===== src/rtl/psram_cmd_scheduler.sv =====
// Round-robin command scheduler in front of a PSRAM controller: enforces command
// spacing, tags reads by master and routes returning beats. Option: SCHED_RD_WATCHDOG_EN.
module psram_cmd_scheduler #(
  parameter int NUM_MASTERS = 3,
  parameter int CMD_GAP     = 14,
  parameter int RD_BEATS    = 4,
  parameter int TAG_DEPTH   = 4
) (
  input  logic                         clk,
  input  logic                         reset,
  input  logic [NUM_MASTERS-1:0]       m_req,
  input  logic [NUM_MASTERS-1:0]       m_cmd,
  input  logic [NUM_MASTERS-1:0][20:0] m_addr,
  input  logic [NUM_MASTERS-1:0][63:0] m_wr_data,
  input  logic [NUM_MASTERS-1:0][7:0]  m_data_mask,
  output logic [NUM_MASTERS-1:0]       m_gnt,
  output logic [63:0]                  m_rd_data,
  output logic [NUM_MASTERS-1:0]       m_rd_valid,
  output logic                         mem_cmd_en,
  output logic                         mem_cmd,
  output logic [20:0]                  mem_addr,
  output logic [63:0]                  mem_wr_data,
  output logic [7:0]                   mem_data_mask,
  input  logic [63:0]                  mem_rd_data,
  input  logic                         mem_rd_data_valid,
  input  logic                         mem_calib,
  output logic                         err
);

  localparam int IDX_W  = (NUM_MASTERS > 1) ? $clog2(NUM_MASTERS) : 1;
  localparam int TAG_AW = (TAG_DEPTH > 1) ? $clog2(TAG_DEPTH) : 1;
  localparam int CNT_W  = $clog2(TAG_DEPTH + 1);
  localparam int BEAT_W = (RD_BEATS > 1) ? $clog2(RD_BEATS) : 1;
  localparam int GAP_W  = 6;

  logic [GAP_W-1:0]       r_gap;
  logic [IDX_W-1:0]       r_rr_ptr;
  logic [IDX_W-1:0]       r_tag_mem [TAG_DEPTH];
  logic [TAG_AW-1:0]      r_wptr;
  logic [TAG_AW-1:0]      r_rptr;
  logic [CNT_W-1:0]       r_count;
  logic [BEAT_W-1:0]      r_beat;
  logic [NUM_MASTERS-1:0] r_gnt;
  logic                   r_cmd_en;
  logic                   r_cmd;
  logic [20:0]            r_addr;
  logic [63:0]            r_wr_data;
  logic [7:0]             r_mask;
  logic [63:0]            r_rd_data;
  logic [NUM_MASTERS-1:0] r_rd_valid;
  logic                   r_err;

  logic [NUM_MASTERS-1:0] w_elig;
  logic                   w_full;
  logic                   w_found;
  logic [IDX_W-1:0]       w_winner;
  logic [IDX_W:0]         w_cand;
  logic [IDX_W-1:0]       w_next_ptr;
  logic                   w_issue;
  logic                   w_push;
  logic                   w_pop;
  logic                   w_beat_ok;
  logic                   w_beat_last;
  logic [IDX_W-1:0]       w_head;
  logic                   w_wd_fire;

  function automatic logic [TAG_AW-1:0] f_ptr_inc(input logic [TAG_AW-1:0] p);
    return (p == TAG_AW'(TAG_DEPTH - 1)) ? '0 : p + 1'b1;
  endfunction

  assign w_full = (r_count == CNT_W'(TAG_DEPTH));

  // Reads only compete while a tag slot is free; writes are always eligible.
  generate
    for (genvar gi = 0; gi < NUM_MASTERS; gi++) begin : g_elig
      assign w_elig[gi] = m_req[gi] & (m_cmd[gi] | ~w_full);
    end
  endgenerate

  always_comb begin
    w_found  = 1'b0;
    w_winner = '0;
    w_cand   = '0;
    for (int i = 0; i < NUM_MASTERS; i++) begin
      w_cand = (IDX_W+1)'(r_rr_ptr) + (IDX_W+1)'(i);
      if (w_cand >= (IDX_W+1)'(NUM_MASTERS))
        w_cand = w_cand - (IDX_W+1)'(NUM_MASTERS);
      if (!w_found && w_elig[w_cand[IDX_W-1:0]]) begin
        w_found  = 1'b1;
        w_winner = w_cand[IDX_W-1:0];
      end
    end
  end

  assign w_next_ptr  = (w_winner == IDX_W'(NUM_MASTERS - 1)) ? '0 : w_winner + 1'b1;
  assign w_issue     = mem_calib & (r_gap == '0) & w_found;
  assign w_push      = w_issue & ~m_cmd[w_winner];
  assign w_head      = r_tag_mem[r_rptr];
  assign w_beat_ok   = mem_rd_data_valid & (r_count != '0);
  assign w_beat_last = (r_beat == BEAT_W'(RD_BEATS - 1));
  assign w_pop       = (w_beat_ok & w_beat_last) | w_wd_fire;

`ifdef SCHED_RD_WATCHDOG_EN
  logic [9:0] r_wd;

  // Any beat proves the controller is alive; an empty tag FIFO has nothing to wait for.
  always_ff @(posedge clk) begin
    if (reset)
      r_wd <= '0;
    else if (mem_rd_data_valid || r_count == '0 || r_wd == 10'd1023)
      r_wd <= '0;
    else
      r_wd <= r_wd + 10'd1;
  end

  assign w_wd_fire = (r_wd == 10'd1023) & ~mem_rd_data_valid & (r_count != '0);
`else
  assign w_wd_fire = 1'b0;
`endif

  always_ff @(posedge clk) begin
    if (w_push)
      r_tag_mem[r_wptr] <= w_winner;
  end

  always_ff @(posedge clk) begin
    if (reset) begin
      r_gap      <= '0;
      r_rr_ptr   <= '0;
      r_wptr     <= '0;
      r_rptr     <= '0;
      r_count    <= '0;
      r_beat     <= '0;
      r_gnt      <= '0;
      r_cmd_en   <= 1'b0;
      r_cmd      <= 1'b0;
      r_addr     <= '0;
      r_wr_data  <= '0;
      r_mask     <= '0;
      r_rd_data  <= '0;
      r_rd_valid <= '0;
      r_err      <= 1'b0;
    end else begin
      r_gnt    <= '0;
      r_cmd_en <= 1'b0;
      // Loading CMD_GAP-1 here puts consecutive issue decisions exactly CMD_GAP apart.
      if (w_issue) begin
        r_gap           <= GAP_W'(CMD_GAP - 1);
        r_rr_ptr        <= w_next_ptr;
        r_gnt[w_winner] <= 1'b1;
        r_cmd_en        <= 1'b1;
        r_cmd           <= m_cmd[w_winner];
        r_addr          <= m_addr[w_winner];
        r_wr_data       <= m_wr_data[w_winner];
        r_mask          <= m_data_mask[w_winner];
      end else if (r_gap != '0) begin
        r_gap <= r_gap - 1'b1;
      end

      if (w_push)
        r_wptr <= f_ptr_inc(r_wptr);
      if (w_pop)
        r_rptr <= f_ptr_inc(r_rptr);
      if (w_push && !w_pop)
        r_count <= r_count + 1'b1;
      else if (!w_push && w_pop)
        r_count <= r_count - 1'b1;

      r_rd_valid <= '0;
      if (w_beat_ok) begin
        r_rd_data          <= mem_rd_data;
        r_rd_valid[w_head] <= 1'b1;
      end

      if (w_wd_fire)
        r_beat <= '0;
      else if (w_beat_ok)
        r_beat <= w_beat_last ? '0 : r_beat + 1'b1;

      if ((mem_rd_data_valid && r_count == '0) || w_wd_fire)
        r_err <= 1'b1;
    end
  end

  assign m_gnt         = r_gnt;
  assign m_rd_data     = r_rd_data;
  assign m_rd_valid    = r_rd_valid;
  assign mem_cmd_en    = r_cmd_en;
  assign mem_cmd       = r_cmd;
  assign mem_addr      = r_addr;
  assign mem_wr_data   = r_wr_data;
  assign mem_data_mask = r_mask;
  assign err           = r_err;

endmodule


===== config.mk =====
export PLATFORM = sky130hd
export DESIGN_NAME = psram_cmd_scheduler
export DESIGN_NICKNAME = d
export VERILOG_FILES = /design/src/rtl/psram_cmd_scheduler.sv
export SDC_FILE = /design/constraint.sdc
export NUM_CORES = 1
export LEC_CHECK = 0
export BUFFER_PORTS_ARGS = -buffer_cell sky130_fd_sc_hd__buf_2
export CAP_MARGIN = 20
export CORE_AREA = 2 2 203 205
export DETAILED_ROUTE_END_ITERATION = 12
export DIE_AREA = 0 0 205 207
export PLACE_DENSITY = 0.54
export SKIP_CTS_REPAIR_TIMING = 1
export SLEW_MARGIN = 20
export SYNTH_ARGS = -nofsm -noshare
export SYNTH_HDL_FRONTEND = slang
export SYNTH_SLANG_ARGS = --single-unit

===== constraint.sdc =====
create_clock -name clk -period 4.7 [get_ports clk]
set_clock_uncertainty 0.2 [all_clocks]
set_input_delay 0 -clock clk [delete_from_list [all_inputs] [get_ports clk]]
set_output_delay 0 -clock clk [all_outputs]
set_load 0.02 [all_outputs]

Word-level counts from Yosys, hierarchy flattened. Memory sizes are Yosys's and may differ from the RTL's. A register that Yosys moved wholly into a read port is not among the register bits. Cells that the tools add are included.

Add/sub/neg operators: 12. Multipliers: 0. Divide/modulo/power cells: 0. Order comparisons: 10. Equality and inequality tests: 5. Shift operators: 0. Muxes and demuxes: 40. Bitwise gates (word level): 15. Reductions and logical operators: 20.

Operators with widths (number): binary-select mux 64 bit (select 2 bit) (1); two-way mux 64 bit (1); binary-select mux 21 bit (select 2 bit) (1); two-way mux 2 bit (12); two-way mux 21 bit (1); binary-select mux 8 bit (select 2 bit) (1); < comparator 2 x 3 -> 1 bit (second input constant) (5); two-way mux 1 bit (12); adder 2 x 1 -> 2 bit (second input constant) (4); bitwise AND 1 bit (8); binary-select mux 1 bit (select 2 bit) (4); equality test 2 bit (second input constant) (4); two-way mux 4 bit (2); two-way mux 8 bit (1); logical AND 1 bit (7); >= comparator 3 x 2 -> 1 bit (second input constant) (2); logical NOT 6 bit (1); two-way mux 3 bit (2); nonzero test 6 bit (1); OR reduction 2 bit (3); subtractor 2 bit (second input constant) (3); subtractor 6 x 1 -> 6 bit (second input constant) (1); demux 1 bit (select 2 bit) (2); >= comparator 2 x 1 -> 1 bit (second input constant) (2); other kinds (12) (21).

Flip-flop bits (word level): 183. Latch bits: 0. Bits in writable memories: 8. Bits in read-only memories: 0. Input bits: 353. Logic and storage cells: 119. Memories kept: 1.

Memories: r_tag_mem (words 4, width 2, read ports 1, clocked after memory_dff 1, wr ports 1, line 38) `logic [IDX_W-1:0] r_tag_mem [TAG_DEPTH];`.

Logic depth before layout (Yosys ltp). Gate-level depths: netlist of run 1.

Depth in word-level cells: 21. Depth in mapped cells: 14. Depth with buffers taken out: 13.

Worst setup path after synthesis of run 1. No wires, ideal clock.

Path kind: reg-to-reg. Start: register r_rr_ptr[0]. End: register r_count[2]. Arrival: 3.221 ns. Data required time: 4.429 ns. Setup slack: 1.208 ns. Stages on the path, launching flop included: 14. Clock period less this slack: 3.492 ns. Cell sequence: dfxtp_1 > inv_1 > ha_1 > and2_1 > or3_1 > a22oi_1 > nand3_1 > a211oi_2 > ha_1 > inv_1 > fa_1 > xor2_1 > or3_1 > a21oi_1.

Word-level cells in the longest chain between the ends: 18. Elaborated cells on any way between the ends: 37.

RTL lines: start: declaration (line 37) `logic [IDX_W-1:0] r_rr_ptr;`; start signal: assignment (line 149) `r_rr_ptr <= w_next_ptr;`; parallel branches: the longest is 14 deep, another holds adder 2 x 1 -> 3 bit; bitwise AND 1 bit (*) (line 97) `assign w_push = w_issue & ~m_cmd[w_winner];`; via w_push (line 60) `logic w_push;`; logical NOT 1 bit (line 166) `else if (!w_push && w_pop)`; logical AND 1 bit (line 166); nonzero test 2 bit (no source line); end signal: assignment (line 165) `r_count <= r_count + 1'b1;`; end signal: assignment (line 167) `r_count <= r_count - 1'b1;`; end: declaration (line 41) `logic [CNT_W-1:0] r_count;`.

Mark *: on every way through the listed nets, which the timed path passes. The select of a mux whose other input is x is not followed. A chain may end at the register's enable or synchronous reset.

Final worst setup path of run 1.
Start: register r_count[0]. End: register r_addr[8], in the netlist mem_addr[8].

Word-level cells in the longest chain between the ends: 15. Elaborated cells on any way between the ends: 27.

RTL lines: equality test 3 bit (*) (line 71) `assign w_full = (r_count == CNT_W'(TAG_DEPTH));`; inverter 1 bit (*) (line 76) `assign w_elig[gi] = m_req[gi] & (m_cmd[gi] | ~w_full);`; bitwise OR 1 bit (line 76); bitwise AND 1 bit (line 76); binary-select mux 1 bit (select 2 bit) (line 88) `if (!w_found && w_elig[w_cand[IDX_W-1:0]]) begin`; two-way mux 1 bit (not written as such) (line 88); two-way mux 1 bit (line 88); logical NOT 1 bit (line 88); logical AND 1 bit (line 88); two-way mux 1 bit (line 88); logical NOT 1 bit (line 88); logical AND 1 bit (line 88); two-way mux 2 bit (line 88); binary-select mux 21 bit (select 2 bit) (line 153) `r_addr <= m_addr[w_winner];`; two-way mux 21 bit (not written as such) (line 153); end signal: assignment (line 153); end: declaration (line 46) `logic [20:0] r_addr;`.

Mark *: on every way between the ends. The rest lies on a longest branch, timed or not. The select of a mux whose other input is x is not followed.

==> run_results.csv, run 1 <==
group,metric,value,unit
logic_synthesis,synth_most_common_cell,"dfxtp_1",
timing,final-setup-viol-count,0,
routing,vias_per_cell,4.80,
grt,grt_pass1_wl,54200,um
finish,area_growth,79.3,%
setup_path,regToRegEndpoint,"mem_addr[8]$_SDFFE_PP0P_",
logic_synthesis,avgSynthCellArea,8.88,um^2
timing,tns,0,ns
timing,fmax,0.225,GHz
power_and_ir_drop,switching_power,2.62,mW
logic_synthesis,async_reset_ff_frac,0,
routing,drc,0,
routing,wl,41000,um
setup_path,crit_fanout,73,
setup_path,critPathKind,"reg2reg",
grt,antenna_found_initial,10,
logic_synthesis,synth_cells,968,
logic_synthesis,synth_commonest_cells,"dfxtp_1, nand2_1, a21oi_1",
setup_path,endpoint_kind,"register",
power_and_ir_drop,p_int,4.00,mW
setup_path,worstPathRequired,4.90,ns
logic_synthesis,synth_area,8600,um^2
logic_synthesis,yosysWarnings,0,
grt,grt_max_degree,78,
setup_path,startpoint,"r_count[0]$_SDFFE_PP0P_",
finish,drive_above_1_share,0.333,
run_status,status,"finished clean",
grt,grt_usage,0.169,
timing,grt_setup_unrepaired,"no",
setup_path,arrival,4.65,ns
setup_path,rrSetupSlack,0.25,ns
timing,final_max_slew_viol_count,0,
logic_synthesis,synth_area_leaders,"dfxtp_1, nand2_1, o31a_1",
setup_path,cp-start-kind,"register",
cts,cts_tree,"done",
place,hpwl,28100,um
power_and_ir_drop,p_comb_frac,0.454,
power_and_ir_drop,leakage,6.64,nW
setup_path,critPathCapture,"mem_addr[8]$_SDFFE_PP0P_",
place,globalplace.congestion,0.858,
cts,clock_path_buffers,2,
setup_path,timing.rr.start,"r_count[0]$_SDFFE_PP0P_",
timing,hold_violations,0,
cts,numCtsBuffers,17,
logic_synthesis,ys_types,47,
grt,grt_pass1_vias,8999,
timing,worst_slack,0.253,ns
timing,finalCriticalPeriod,4.45,ns
worst_hold_path,hold_class,"in2reg",
cts,cts-htree-levels,4,
logic_synthesis,ys_seq_area_frac,0.459,
place,io_buffer_count,518,
logic_synthesis,synth_edf_count,8,
logic_synthesis,yosys.area.top_type,"dfxtp_1",
power_and_ir_drop,switching_share,0.396,
cts,cts.sinks,193,
power_and_ir_drop,p_per_area,429,nW/um^2
routing,ant_nets,0,
die,die_area,42400,um^2
setup_path,r2r_cells,10,
die,num_rows,74,
die,die_w,205,um
routing,drt_first_iter_violations,789,
routing,num_vias,11000,
power_and_ir_drop,power.share.clock,0.222,
timing,min_period_over_period,0.946,
logic_synthesis,synth_fp_nets,1332,
timing,slew_headroom,0.334,
routing,dr.pass1.iters,8,
cts,clk_pin_slew_worst_paths,0.08,ns
die,io_pins,519,
cts,cts_root_buf,"clkbuf_16",
flow_run,drv_cap,0,
finish,n_fill_cell,4066,
logic_synthesis,synth_seq_cells,193,
logic_synthesis,ys.flop_type,"dfxtp_1",
die,die_y,207,um
routing,wire_per_inst,17.9,um
finish,final_nets,2107,
cts,clk_latency,0.46,ns
power_and_ir_drop,p_seq_frac,0.324,
die,core,40400,um^2
place,dp_slack,0.787,ns
logic_synthesis,synth_top_area_frac,0.431,
timing,tightest_slew,0.999,ns
timing,whs,0.0384,ns
power_and_ir_drop,finalPower,6.62,mW
grt,grt_overflow,0,
power_and_ir_drop,ir_drop,0.191,mV
die,start_util,0.213,
## logic make-up (layout without fill, tap and decap cells)
kind of cell             count (synthesis)  after routing  synth area share
AO/OA/AOI/OAI                          386            386             0.303
AND/OR/NAND/NOR                        234            234             0.126
flip-flops                             193            193             0.459
buffers and inverters                  109            897            0.0518
multiplexers                            33             33            0.0415
adder cells (fa/ha/maj)                 11             11            0.0169
XOR/XNOR                                 2              2           0.00204
other                                    0              2                 0
## power groups by stage
| stage | sequential (mW) | combinational [mW] | clock, mW |
|---|---|---|---|
| 2_1_floorplan | 2.50 | 1.25 | 0 |
| 3_3_place_gp | 2.17 | 2.49 | 0 |
| 3_5_place_dp | 2.18 | 2.51 | 0 |
| 4_1_cts | 2.14 | 2.51 | 1.53 |
| 5_1_grt | 2.18 | 3.23 | 1.59 |
| 6_report | 2.15 | 3.01 | 1.47 |
## final cells by class
class	instances	area, um^2	area share
Multi-Input combinational cell	666	4260	0.276
Clock buffer	19	443	0.0287
Timing Repair Buffer	855	5940	0.385
Inverter	10	37.5	0.00243
Sequential cell	193	3940	0.256
Antenna cell	2	5.00	0.000325
Clock inverter	13	131	0.00852
Tap cell	532	666	0.0432
## how the worst min path moves through the flow
stage                        start                      endpoint  cells past startpoint
floorplan               m_addr[35]     mem_addr[14]$_SDFFE_PP0P_                      2
global placement     m_wr_data[73]   mem_wr_data[9]$_SDFFE_PP0P_                      3
detailed placement   m_wr_data[87]  mem_wr_data[23]$_SDFFE_PP0P_                      3
CTS                 m_wr_data[161]  mem_wr_data[33]$_SDFFE_PP0P_                      3
global route              m_req[2]           m_gnt[0]$_SDFF_PP0_                      4
finish                    m_req[2]           m_gnt[0]$_SDFF_PP0_                      4
## per-stage QoR
step,instances,utilization,instance area [um^2]
after floorplan,968,-,8600
after CTS,1969,0.303,12200
after global routing,2290,0.382,15400
after global placement,1937,0.288,11600
after detailed placement,1937,0.288,11600
final,2290,0.382,15400
## layout by cell type, fill, tap and decap left out, drive strengths merged, types with 4 or more instances in the layout
cell and count:
buf 536, dlygate4sd3 319, dfxtp 185, nand2 150
a21oi 76, o21ai 65, a22oi 51, a31oi 47
o31a 46, a32oi 38, o22ai 35, and2 34
mux2i 30, clkbuf 19, nor2 13, a222oi 13
inv 13, ha 10, nor3 9, edfxtp 8
nand2b 6, clkinv 5, a211oi 5, clkinvlp 4
nand3 4, or4b 4
## flip-flops by register name, summed over array words and instances (netlist names), named ones only
signal         cells
err                1
m_gnt              3
m_rd_data         64
m_rd_valid         3
mem_addr          21
mem_cmd            1
mem_cmd_en         1
mem_data_mask      8
mem_wr_data       64
r_beat             2
r_count            3
r_gap              6
r_rptr             2
r_rr_ptr           2
r_tag_mem          8
r_wptr             2
## critical path, cell delays in order (launching register included)
cell and delay, ns:
dfxtp_1 0.39, or4b_4 0.60, a32o_1 0.31, nor4_4 0.23
buf_4 0.66, and2_1 0.26, buf_4 0.34, a32oi_1 0.12
dlygate4sd3_1 0.62, o21ai_0 0.07, dlygate4sd3_1 0.56
## routing by layer
layer | wire length [um] | part of all wire | vias up | global-route usage
met2 | 21500 | 0.52 | 502 | 0.305
li1 | - | - | 5195 | -
met4 | 988 | 0.024 | 10 | 0.0585
met1 | 15600 | 0.38 | 5220 | 0.190
met5 | 66 | 0.0016 | - | 0
met3 | 2850 | 0.070 | 62 | 0.0437
Note: power is estimated with default switching activity, not from simulation.
==> run 2, diff against run 1 <==
--- a/config.mk
+++ b/config.mk
@@ -10,7 +10,7 @@
 export CORE_AREA = 2 2 203 205
 export DETAILED_ROUTE_END_ITERATION = 12
 export DIE_AREA = 0 0 205 207
-export PLACE_DENSITY = 0.54
+export PLACE_DENSITY_LB_ADDON = 0.05
 export SKIP_CTS_REPAIR_TIMING = 1
 export SLEW_MARGIN = 20
 export SYNTH_ARGS = -nofsm -noshare
==> run_results.csv, run 2 (synthesized netlist as in run 1, its figures left out) <==
group,metric,value,unit
grt,busiest_layer,"met2",
grt,grt_max_degree,74,
routing,num_vias,10600,
cts,cts_root_buf,"clkbuf_16",
die,die_y,207,um
die,num_rows,74,
timing,tightest_slew,0.929,ns
setup_path,cp-start-kind,"register",
finish,final_common_cell,"buf_2",
power_and_ir_drop,p_per_area,429,nW/um^2
routing,wl,41800,um
setup_path,critPathKind,"reg2reg",
grt,met2_usage,0.314,
setup_path,crit_fanout,73,
grt,grt_pass1_vias,9370,
place,dp_slack,0.722,ns
setup_path,timing.rr.start,"r_count[0]$_SDFFE_PP0P_",
die,die_w,205,um
run_status,violations,"hold timing",
grt,grt_overflow,0,
worst_hold_path,min_delay_path_depth,6,
cts,clock_path_buffers,2,
setup_path,rrSetupSlack,0.37,ns
setup_path,r2r_cells,9,
cts,clk_pin_slew_worst_paths,0.08,ns
run_status,status,"finished with violations",
timing,final-setup-viol-count,0,
worst_hold_path,hp-start,"m_req[0]",
worst_hold_path,hold_class,"in2reg",
die,io_pins,519,
grt,grt_pass1_wl,58200,um
finish,layout_common_cells,"buf_2, dlygate4sd3_1, dfxtp_1",
timing,finalCriticalPeriod,4.33,ns
routing,wire_per_inst,18.1,um
finish,drive_above_1_share,0.335,
grt,grt_util_met1,0.212,
grt,use_met3,0.0590,
place,hpwl,28800,um
setup_path,endpoint_kind,"register",
timing,slew_headroom,0.379,
timing,worst_slack,0.373,ns
die,start_util,0.213,
grt,grt_usage,0.182,
timing,grt_setup_unrepaired,"no",
power_and_ir_drop,leakage,6.75,nW
setup_path,regToRegEndpoint,"mem_addr[8]$_SDFFE_PP0P_",
routing,drc,0,
cts,cts.sinks,193,
cts,numCtsBuffers,17,
cts,clk_latency,0.45,ns
worst_hold_path,hold_end,"mem_cmd$_SDFFE_PP0P_",
cts,cts_tree,"done",
routing,vias_per_cell,4.62,
finish,area_growth,81.5,%
timing,final_max_slew_viol_count,0,
cts,cts-htree-levels,4,
routing,dr.pass1.iters,6,
place,io_buffer_count,518,
finish,final_nets,2122,
die,die_area,42400,um^2
routing,ant_nets,0,
flow_run,drv_cap,0,
power_and_ir_drop,ir_drop,0.274,mV
setup_path,arrival,4.50,ns
place,place_area,11700,um^2
die,core,40400,um^2
routing,drt_first_iter_violations,568,
finish,final_cell_area,15600,um^2
grt,antenna_found_initial,4,
timing,min_period_over_period,0.921,
timing,hold_violations,1,
setup_path,worstPathRequired,4.87,ns
place,globalplace.congestion,0.795,
timing,tns,0,ns
timing,fmax,0.231,GHz
timing,whs,-0.0171,ns
[run 2: changes by cell type in the layout (fill, tap and decap cells not counted), moves of 2 or more]
cell and change:
dlygate4sd3_1 +7, buf_4 +5, inv_6 +3, buf_6 +2, clkinvlp_4 -2
[run 2: through the flow]
step           power [mW]  std cells  hold slack, ns  utilization
6_report             6.69       2305         -0.0171        0.386
5_1_grt              7.11       2304          0.0127        0.386
4_1_cts              6.35       1976          -0.479        0.305
3_5_place_dp         4.76       1944          0.0175        0.290
3_3_place_gp         4.76       1944          0.0104        0.290
2_1_floorplan        3.75        968         -0.0808            -
[run 2: cell type report]
type	count	area (um^2)
flip-flops and latches	193	3940
fillers	4292	24800
diodes	2	5.00
inverters	10	37.5
multi-input cells	666	4260
well taps	532	666
clock inverters	15	175
repair buffers	870	6090
clock buffers	17	425
[run 2: metal layers]
| metal | up-vias | part of all wire |
|---|---|---|
| li1 | 5205 | - |
| met1 | 5020 | 0.41 |
| met2 | 368 | 0.50 |
| met3 | 45 | 0.067 |
| met4 | 2 | 0.018 |
| met5 | - | 0.00031 |
[run 2: report_power, final]
group	leakage (nW)	total, mW	switching, mW	internal [mW]
Clock	0.291	1.55	0.748	0.805
Sequential	1.57	2.14	0.169	1.97
Combinational	4.89	3.00	1.74	1.26
[run 2: worst max-delay path, stage by stage (launching register included)]
cell and delay, ns:
dfxtp_1 0.39, or4b_4 0.60, a32o_1 0.31, nor4_4 0.23
buf_4 0.70, and2_1 0.68, buf_4 0.34, a32oi_1 0.08
dlygate4sd3_1 0.61, o21ai_0 0.07
[run 2: worst max path at each step]
| stage | from | to | slack (ns) |
|---|---|---|---|
| 6_report | r_count[0]$_SDFFE_PP0P_ | mem_addr[8]$_SDFFE_PP0P_ | 0.37 |
| 5_1_grt | r_count[0]$_SDFFE_PP0P_ | mem_wr_data[23]$_SDFFE_PP0P_ | 0.09 |
| 4_1_cts | r_rr_ptr[0]$_SDFFE_PP0P_ | r_count[2]$_SDFFE_PP0P_ | 0.68 |
| 3_5_place_dp | r_rr_ptr[0]$_SDFFE_PP0P_ | r_count[2]$_SDFFE_PP0P_ | 0.72 |
| 3_3_place_gp | r_rr_ptr[0]$_SDFFE_PP0P_ | r_count[2]$_SDFFE_PP0P_ | 0.80 |
| 2_1_floorplan | r_rr_ptr[0]$_SDFFE_PP0P_ | r_count[2]$_SDFFE_PP0P_ | 1.21 |
==> run 3, diff against run 2 <==
==> constraint.sdc (replaced) <==
create_clock -name clk -period 3.6 [get_ports clk]
set_clock_uncertainty 0.2 [all_clocks]
set_input_delay 0 -clock clk [delete_from_list [all_inputs] [get_ports clk]]
set_output_delay 0 -clock clk [all_outputs]
set_load 0.02 [all_outputs]
==> run_results.csv, run 3 <==
group,metric,value,unit
run_status,status,"stopped before the end",
run_status,haltStage,"global routing",
run_status,error_message,"[ERROR RSZ-0060] Max buffer count reached.",
cts,cts_root_buf,"clkbuf_16",
cts,cts.sinks,193,
logic_synthesis,yosysWarnings,0,
cts,cts-htree-levels,4,
grt,grt_max_degree,94,
die,die_w,205,um
logic_synthesis,synth_cells,968,
place,hpwl,28100,um
cts,numCtsBuffers,17,
logic_synthesis,synth_top_area_frac,0.431,
logic_synthesis,synth_fp_nets,1332,
timing,repair-timing-grt-worst-ep,"r_count[2]$_SDFFE_PP0P_/D",
logic_synthesis,synth_seq_cells,193,
logic_synthesis,ys_seq_area_frac,0.459,
die,die_y,207,um
logic_synthesis,avgSynthCellArea,8.88,um^2
logic_synthesis,async_reset_ff_frac,0,
logic_synthesis,yosys.area.top_type,"dfxtp_1",
logic_synthesis,ys_types,47,
logic_synthesis,synth_most_common_cell,"dfxtp_1",
logic_synthesis,synth_commonest_cells,"dfxtp_1, nand2_1, a21oi_1",
place,io_buffer_count,518,
cts,clock_path_buffers,2,
logic_synthesis,synth_area_leaders,"dfxtp_1, nand2_1, o31a_1",
logic_synthesis,synth_area,8600,um^2
die,num_rows,74,
timing,worst-ep-kind,"register input",
logic_synthesis,synth_edf_count,8,
logic_synthesis,ys.flop_type,"dfxtp_1",
die,io_pins,519,
die,start_util,0.213,
place,globalplace.congestion,0.768,
## run 3: cell counts after synthesis
No cell type changed its count.
## run 3: logic make-up after synthesis
kind of cell | Yosys count | synth area share
compound gates | 386 | 0.303
flops | 193 | 0.459
xor+xnor | 2 | 0.00204
buf+inv | 109 | 0.0518
fa+ha+maj | 11 | 0.0169
simple gates | 234 | 0.126
mux | 33 | 0.0415
## run 3: per-stage QoR
step                area [um^2]  setup slack (ns)  hold slack [ns]  cells   util
detailed placement        11700             0.152           0.0124   1942  0.290
floorplan                  8600             0.108          -0.0808    968      -
global placement          11700             0.146          0.00960   1942  0.290
CTS                       12300            0.0993           -0.469   1974  0.305
==> run 4, diff against run 3 <==
--- a/config.mk
+++ b/config.mk
@@ -7,10 +7,10 @@
 export LEC_CHECK = 0
 export BUFFER_PORTS_ARGS = -buffer_cell sky130_fd_sc_hd__buf_2
 export CAP_MARGIN = 20
-export CORE_AREA = 2 2 203 205
+export CORE_AREA = 2 2 202 204
 export DETAILED_ROUTE_END_ITERATION = 12
-export DIE_AREA = 0 0 205 207
-export PLACE_DENSITY_LB_ADDON = 0.05
+export DIE_AREA = 0 0 204 206
+export PLACE_DENSITY_LB_ADDON = 0.15
 export SKIP_CTS_REPAIR_TIMING = 1
 export SLEW_MARGIN = 20
 export SYNTH_ARGS = -nofsm -noshare
==> constraint.sdc (replaced) <==
create_clock -name clk -period 4.7 [get_ports clk]
set_clock_uncertainty 0.2 [all_clocks]
set_input_delay 0 -clock clk [delete_from_list [all_inputs] [get_ports clk]]
set_output_delay 0 -clock clk [all_outputs]
set_load 0.02 [all_outputs]
==> run_results.csv, run 4 (synthesized netlist as in run 1, its figures left out) <==
group,metric,value,unit
finish,fin_cells,2276,
timing,finalCriticalPeriod,4.56,ns
grt,grt_max_degree,86,
power_and_ir_drop,switching_power,2.59,mW
finish,area_growth,78.3,%
cts,cts.sinks,193,
place,hpwl,26400,um
setup_path,endpoint_kind,"register",
routing,drt_first_iter_violations,599,
routing,wire_per_inst,17.2,um
die,die_y,206,um
routing,drc,0,
routing,ant_nets,0,
setup_path,regToRegEndpoint,"mem_wr_data[19]$_SDFFE_PP0P_",
grt,antenna_found_initial,3,
power_and_ir_drop,switching_share,0.391,
setup_path,arrival,4.76,ns
worst_hold_path,hold_class,"in2reg",
timing,final_max_slew_viol_count,0,
setup_path,timing.rr.start,"r_count[0]$_SDFFE_PP0P_",
cts,clock_path_buffers,2,
cts,cts_root_buf,"clkbuf_16",
routing,dr.pass1.iters,8,
power_and_ir_drop,p_int,4.03,mW
timing,slew_headroom,0.303,
power_and_ir_drop,p_seq_frac,0.324,
power_and_ir_drop,finalPower,6.61,mW
grt,grt_usage,0.167,
die,start_util,0.214,
finish,final_util,0.381,
grt,grt_overflow,0,
flow_run,drv_cap,0,
timing,tns,0,ns
run_status,status,"finished clean",
setup_path,r2r_cells,10,
cts,cts-htree-levels,4,
die,num_rows,74,
worst_hold_path,hp-start,"m_req[2]",
finish,final_common_cell,"buf_2",
power_and_ir_drop,power.share.clock,0.236,
die,die_area,42000,um^2
grt,grt_pass1_vias,8852,
grt,grt_pass1_wl,53400,um
finish,layout_common_cells,"buf_2, dlygate4sd3_1, dfxtp_1",
cts,numCtsBuffers,17,
power_and_ir_drop,p_comb_frac,0.440,
place,dp.cells,1936,
cts,clk_pin_slew_worst_paths,0.07,ns
die,core,40200,um^2
die,io_pins,519,
setup_path,critPathKind,"reg2reg",
setup_path,rrSetupSlack,0.14,ns
place,io_buffer_count,518,
power_and_ir_drop,p_per_area,432,nW/um^2
finish,final_nets,2094,
timing,final-setup-viol-count,0,
die,die_w,204,um
timing,tightest_slew,1.05,ns
setup_path,worstPathRequired,4.90,ns
timing,min_period_over_period,0.970,
finish,drive_above_1_share,0.334,
power_and_ir_drop,leakage,6.59,nW
cts,cts_tree,"done",
timing,hold_violations,0,
setup_path,cp-start-kind,"register",
cts,clk_latency,0.45,ns
routing,num_vias,10600,
setup_path,crit_fanout,73,
routing,vias_per_cell,4.64,
timing,fmax,0.219,GHz
routing,wl,39200,um
place,globalplace.congestion,0.801,
power_and_ir_drop,ir_drop,0.246,mV
worst_hold_path,min_delay_path_depth,4,
worst_hold_path,hold_end,"m_gnt[0]$_SDFF_PP0_",
==> run 4: layout make-up <==
class | instances | area (um^2)
diodes | 1 | 2.50
clock buffers | 21 | 472
multi-input cells | 666 | 4260
clock inverters | 11 | 140
inverters | 10 | 37.5
repair buffers | 842 | 5810
well taps | 532 | 666
flip-flops and latches | 193 | 3940
fillers | 4217 | 24900
==> run 4: through the flow <==
stage | hold WS (ns) | setup slack [ns] | instance area (um^2)
after global placement | 0.0115 | 0.832 | 11600
after detailed placement | 0.0198 | 0.776 | 11600
final | 0.00398 | 0.142 | 15300
after global routing | 0.0381 | -0.0643 | 15300
after CTS | -0.477 | 0.737 | 12300
after floorplan | -0.0808 | 1.21 | 8600
==> run 4: critical path: stages, from the launching register on <==
cell           delay, ns
dfxtp_1             0.40
or4b_4              0.60
a32o_1              0.31
nor4_4              0.23
buf_4               0.70
and2_1              0.23
buf_4               0.40
a32oi_1             0.14
dlygate4sd3_1       0.62
o21ai_0             0.08
dlygate4sd3_1       0.56
==> run 4: layer usage <==
metal  GRT usage  part of all wire
met1       0.200              0.41
met2       0.291              0.51
met3      0.0512             0.066
met4      0.0424             0.017
met5           0            0.0013
==> run 4: worst max-delay path by stage <==
stage | from | to | slack [ns] | cells past startpoint
final | r_count[0]$_SDFFE_PP0P_ | mem_wr_data[19]$_SDFFE_PP0P_ | 0.14 | 10
after global routing | r_count[0]$_SDFFE_PP0P_ | mem_wr_data[19]$_SDFFE_PP0P_ | -0.06 | 10
after CTS | r_rr_ptr[0]$_SDFFE_PP0P_ | r_count[2]$_SDFFE_PP0P_ | 0.74 | 13
after detailed placement | r_rr_ptr[0]$_SDFFE_PP0P_ | r_count[2]$_SDFFE_PP0P_ | 0.78 | 13
after global placement | r_rr_ptr[0]$_SDFFE_PP0P_ | r_count[2]$_SDFFE_PP0P_ | 0.83 | 13
after floorplan | r_rr_ptr[0]$_SDFFE_PP0P_ | r_count[2]$_SDFFE_PP0P_ | 1.21 | 13
==> run 4: power groups by stage <==
stage	sequential, mW	clock (mW)	combinational, mW
after floorplan	2.50	0	1.25
after global placement	2.17	0	2.48
after detailed placement	2.18	0	2.49
after CTS	2.14	1.62	2.50
after global routing	2.18	1.69	3.16
final	2.14	1.56	2.91
